[src/rtl/dmem_arbiter.sv]
// Two-port arbiter/sequencer for the shared data memory: IDLE latches the winning request, ACCESS drives it.
// Optional starvation override for port 1 is built only when DMEM_ARB_STARVE_EN is defined.
module dmem_arbiter #(
    parameter int DATA_WIDTH   = 32,
    parameter int ADDR_WIDTH   = 32,
    parameter int STARVE_LIMIT = 4
) (
    input  logic                  clk,
    input  logic                  rst_n,
    input  logic                  p0_req,
    input  logic                  p0_we,
    input  logic [ADDR_WIDTH-1:0] p0_addr,
    input  logic [DATA_WIDTH-1:0] p0_wdata,
    output logic                  p0_gnt,
    output logic                  p0_rvalid,
    output logic [DATA_WIDTH-1:0] p0_rdata,
    input  logic                  p1_req,
    input  logic                  p1_we,
    input  logic [ADDR_WIDTH-1:0] p1_addr,
    input  logic [DATA_WIDTH-1:0] p1_wdata,
    output logic                  p1_gnt,
    output logic                  p1_rvalid,
    output logic [DATA_WIDTH-1:0] p1_rdata,
    output logic [ADDR_WIDTH-1:0] mem_a,
    output logic [DATA_WIDTH-1:0] mem_wd,
    output logic                  mem_we,
    input  logic [DATA_WIDTH-1:0] mem_rd
);

    // state     | meaning
    // ST_IDLE   | sample requests, latch winner's command
    // ST_ACCESS | drive memory from latched command, pulse winner's gnt
    typedef enum logic {
        ST_IDLE   = 1'b0,
        ST_ACCESS = 1'b1
    } state_e;

    state_e                state_q, state_d;
    logic                  win_q, win_d;
    logic                  we_q, we_d;
    logic [ADDR_WIDTH-1:0] addr_q, addr_d;
    logic [DATA_WIDTH-1:0] wdata_q, wdata_d;
    logic [DATA_WIDTH-1:0] p0_rdata_q, p0_rdata_d;
    logic [DATA_WIDTH-1:0] p1_rdata_q, p1_rdata_d;
    logic                  p0_rvalid_q, p0_rvalid_d;
    logic                  p1_rvalid_q, p1_rvalid_d;

    logic any_req;
    logic p1_wins;
    logic access;

    assign any_req = p0_req | p1_req;
    assign access  = (state_q == ST_ACCESS);

`ifdef DMEM_ARB_STARVE_EN
    localparam int CNT_W = $clog2(STARVE_LIMIT + 1);
    localparam logic [CNT_W-1:0] CNT_MAX = CNT_W'(STARVE_LIMIT);

    logic [CNT_W-1:0] starve_q, starve_d;
    logic             starve_hit;

    assign starve_hit = (starve_q == CNT_MAX);
    assign p1_wins    = p1_req & (~p0_req | starve_hit);

    // Counts only arbitrations port 1 actually lost; saturates so the override stays armed.
    always_comb begin
        starve_d = starve_q;
        if ((state_q == ST_IDLE) && any_req) begin
            if (p1_wins) begin
                starve_d = '0;
            end else if (p1_req && !starve_hit) begin
                starve_d = starve_q + 1'b1;
            end
        end
    end

    always_ff @(posedge clk or negedge rst_n) begin
        if (!rst_n) begin
            starve_q <= '0;
        end else begin
            starve_q <= starve_d;
        end
    end
`else
    assign p1_wins = p1_req & ~p0_req;
`endif

    always_comb begin
        state_d     = state_q;
        win_d       = win_q;
        we_d        = we_q;
        addr_d      = addr_q;
        wdata_d     = wdata_q;
        p0_rdata_d  = p0_rdata_q;
        p1_rdata_d  = p1_rdata_q;
        p0_rvalid_d = 1'b0;
        p1_rvalid_d = 1'b0;
        case (state_q)
            ST_IDLE: begin
                if (any_req) begin
                    state_d = ST_ACCESS;
                    win_d   = p1_wins;
                    we_d    = p1_wins ? p1_we    : p0_we;
                    addr_d  = p1_wins ? p1_addr  : p0_addr;
                    wdata_d = p1_wins ? p1_wdata : p0_wdata;
                end
            end
            ST_ACCESS: begin
                state_d = ST_IDLE;
                if (!we_q) begin
                    if (win_q) begin
                        p1_rvalid_d = 1'b1;
                        p1_rdata_d  = mem_rd;
                    end else begin
                        p0_rvalid_d = 1'b1;
                        p0_rdata_d  = mem_rd;
                    end
                end
            end
            default: state_d = ST_IDLE;
        endcase
    end

    always_ff @(posedge clk or negedge rst_n) begin
        if (!rst_n) begin
            state_q     <= ST_IDLE;
            win_q       <= 1'b0;
            we_q        <= 1'b0;
            addr_q      <= '0;
            wdata_q     <= '0;
            p0_rdata_q  <= '0;
            p1_rdata_q  <= '0;
            p0_rvalid_q <= 1'b0;
            p1_rvalid_q <= 1'b0;
        end else begin
            state_q     <= state_d;
            win_q       <= win_d;
            we_q        <= we_d;
            addr_q      <= addr_d;
            wdata_q     <= wdata_d;
            p0_rdata_q  <= p0_rdata_d;
            p1_rdata_q  <= p1_rdata_d;
            p0_rvalid_q <= p0_rvalid_d;
            p1_rvalid_q <= p1_rvalid_d;
        end
    end

    // Strobes derive from state_q so an async reset in ACCESS kills mem_we before the next edge.
    assign p0_gnt    = access & ~win_q;
    assign p1_gnt    = access & win_q;
    assign mem_we    = access & we_q;
    assign mem_a     = addr_q;
    assign mem_wd    = wdata_q;
    assign p0_rvalid = p0_rvalid_q;
    assign p1_rvalid = p1_rvalid_q;
    assign p0_rdata  = p0_rdata_q;
    assign p1_rdata  = p1_rdata_q;

endmodule

[config.mk]
export PLATFORM = sky130hd
export DESIGN_NAME = dmem_arbiter
export DESIGN_NICKNAME = d
export VERILOG_FILES = /design/src/rtl/dmem_arbiter.sv
export SDC_FILE = /design/constraint.sdc
export NUM_CORES = 1
export LEC_CHECK = 0
export ABC_AREA = 1
export CAP_MARGIN = 20
export CORE_MARGIN = 2
export CORE_UTILIZATION = 40
export DETAILED_ROUTE_END_ITERATION = 16
export GPL_ROUTABILITY_DRIVEN = 0
export PLACE_DENSITY = 0.75
export SKIP_LAST_GASP = 1
export SYNTH_ARGS = -nofsm -noshare
export SYNTH_HDL_FRONTEND = slang
export SYNTH_SLANG_ARGS = --single-unit
[constraint.sdc]
create_clock -name clk -period 1.3 [get_ports clk]
set_clock_uncertainty 0.1 [all_clocks]
set_input_delay 0.26 -clock clk [delete_from_list [all_inputs] [get_ports clk]]
set_output_delay 0.26 -clock clk [all_outputs]
set_load 0.005 [all_outputs]
==> impl_metrics.toml <==
[timing]
hold_viol = 0
grt_setup_unrepaired = "yes"
fin_crit_sh = 1.19
clock.fmax_mhz = 645
final.min_clock_period_ns = 1.55
drv_slew = 0
worst_slack_ns = -0.251
holdWs_ns = 0.174
tightest_slew_ns = 0.594
slew_headroom = 0.602
setup_viol = 219

[power]
cellPowerDensity_nw_per_um2 = 1620
peakVddDrop_mv = 1.05
p_leak_uw = 0.00654

[floorplanning]
die_w_um = 129
die_h_um = 129
rows = 45
core-area_um2 = 15200
ios = 299
dieArea_um2 = 16600
initial_utilization = 0.409

[cts]
clk_pin_slew_ns = 0.07
cts.sinks = 133
cts_buffer_depth = 2
htree_num_levels = 4
cts_buffers = 17
clk_latency_ns = 0.42
clockRootBuffer = "clkbuf_16"
cts_tree = "yes"

[global_routing]
grt_pass1_wl_um = 35800
grt_max_degree = 43
antenna_found_initial = 1
track_usage = 0.284
grt_pass1_vias = 6867
grt_remaining_overflow = 0

[yosys]
synth.distinct_cells = 12
syn_inst = 815
syn-num-nets = 981
yosysWarnings = 0
synth_area_um2 = 6220
synth_area_per_cell_um2 = 7.63
synth_seq_cells = 133
ys_seq_area_frac = 0.535

[routing]
detail_route.first_pass.iterations = 5
dr_wl_met2_um = 13600
post-route-drc-count = 0
totalWireLength_um = 27300
viasPerCell = 5.03
routedWlPerCell_um = 18.7
top_layer = "met4"
dr_wl_met3_um = 2550
vias = 7347
wl_met1_um = 9870
drt_iter0_drc = 568
antenna_left = 0

[critical_path]
reg2reg_from = "access$_DFF_PN0_"
critPathRequiredTime_ns = 1.54
r2r_slack_ns = -0.25
critPathKind = "reg -> reg"
start_kind = "flop"
r2r_end = "p0_rdata[22]$_DFFE_PN0P_"
path_max_fanout = 8
cp-end-kind = "flop"
arrival_ns = 1.79
reg2regPathDepth = 8

[layout]
final_util = 0.783
final_area_um2 = 11900
final_layout_size_suffix_gt1_frac = 0.375
area_growth_pct = 91.5
fillCellCount = 988
nNetsFinal = 1425

[placed_design]
dp_hpwl_um = 14100
placed_cell_area_um2 = 9670
port_buffers = 298

[run_status]
status = "finished, violations left"
violations = "setup timing"

[run]
timing.max_cap.violations = 0

[hold_path]
hp-class = "in -> async"
-- cell usage in the layout (no fill, tap or decap), drive strengths merged --
| cell type | instances |
|---|---|
| clkinv | 4 |
| o21ai | 66 |
| diode | 1 |
| clkbuf | 29 |
| nand2 | 265 |
| dlygate4sd3 | 1 |
| bufbuf | 1 |
| nor2 | 3 |
| clkdlybuf4s50 | 163 |
| nand3 | 130 |
| buf | 297 |
| clkinvlp | 3 |
| dfrtp | 133 |
| inv | 175 |
| bufinv | 2 |
-- worst max-delay path, cell delays in order (launching register included) --
cell,delay [ns]
dfrtp_1,0.36
buf_6,0.12
inv_4,0.04
nor2_4,0.11
buf_6,0.13
nand2_8,0.12
buf_6,0.17
buf_16,0.13
o21ai_1,0.17
-- synthesized netlist by cell type, drive strengths merged --
cell type / count / area (um2)
inv: 169 / 634
o21ai: 66 / 330
dfrtp: 133 / 3330
buf: 42 / 241
clkbuf: 7 / 26.3
nand3: 130 / 651
nand2: 265 / 995
nor2: 3 / 13.8
-- kinds of logic (layout without fill, tap and decap cells) --
kind of cell,after synthesis,after routing,share of synthesized area
compound gates,66,66,0.0531
buf+inv,218,675,0.145
flops,133,133,0.535
other cells,0,1,0
simple gates,398,398,0.267
-- power by group --
part	total, uW	internal, uW	switching, uW
combinational	8000	4380	3620
clock	4950	2880	2080
sequential	6390	5460	932
-- worst max-delay path by stage --
stage	from	end	slack [ns]	cells after the start
after floorplan	access$_DFF_PN0_	p0_rdata[22]$_DFFE_PN0P_	0.03	7
after global placement	p0_req	mem_wd[31]$_DFFE_PN0P_	-0.33	6
after detailed placement	p0_req	mem_wd[31]$_DFFE_PN0P_	-0.39	6
after CTS	access$_DFF_PN0_	p0_gnt	-0.23	4
after global routing	access$_DFF_PN0_	p0_rdata[28]$_DFFE_PN0P_	-0.32	9
final	access$_DFF_PN0_	p0_rdata[22]$_DFFE_PN0P_	-0.25	8
-- state kept, by name (all words and copies together) (netlist names) --
name       flops
mem_wd        32
p0_rvalid      1
access         1
p0_rdata      32
p1_rvalid      1
mem_a         32
win_q          1
p1_rdata      32
we_q           1
-- timing repair --
| action | 4_1_cts | 5_1_grt |
|---|---|---|
| cloned | 17 | 13 |
| setup endpoints to repair | 195 | 264 |
| setup buffers | 56 | 59 |
| endpoints found under the hold margin | 133 | 0 |
| pin swaps | 4 | 41 |
| resized for setup | 598 | 135 |
| hold buffers | 1 | 0 |
-- routing by layer --
| layer | vias up | global-route usage |
|---|---|---|
| li1 | 3368 | - |
| met1 | 3444 | 0.313 |
| met2 | 435 | 0.496 |
| met3 | 100 | 0.0877 |
| met4 | 0 | 0.146 |
| met5 | - | 0 |
-- cell type report --
class | count | area [um2] | share of cell area
diodes | 1 | 2.50 | 0.000210
clock buffers | 17 | 425 | 0.0357
clock inverters | 15 | 169 | 0.0142
inverters | 169 | 646 | 0.0542
multi-input cells | 464 | 2560 | 0.215
flip-flops and latches | 133 | 3330 | 0.279
well taps | 188 | 235 | 0.0198
repair buffers | 474 | 4540 | 0.381
-- through the flow --
| stage | TNS [ns] | total power (uW) | worst slack (ns) | std cells |
|---|---|---|---|---|
| 2_1_floorplan | 0 | 7960 | 0.0294 | 815 |
| 3_3_place_gp | -19.88 | 11800 | -0.328 | 1287 |
| 3_5_place_dp | -22.01 | 12000 | -0.390 | 1287 |
| 4_1_cts | -18.71 | 17000 | -0.226 | 1393 |
| 5_1_grt | -34.48 | 20200 | -0.324 | 1461 |
| 6_report | -25.38 | 19300 | -0.251 | 1461 |
Note: power is estimated with default switching activity, not from simulation.
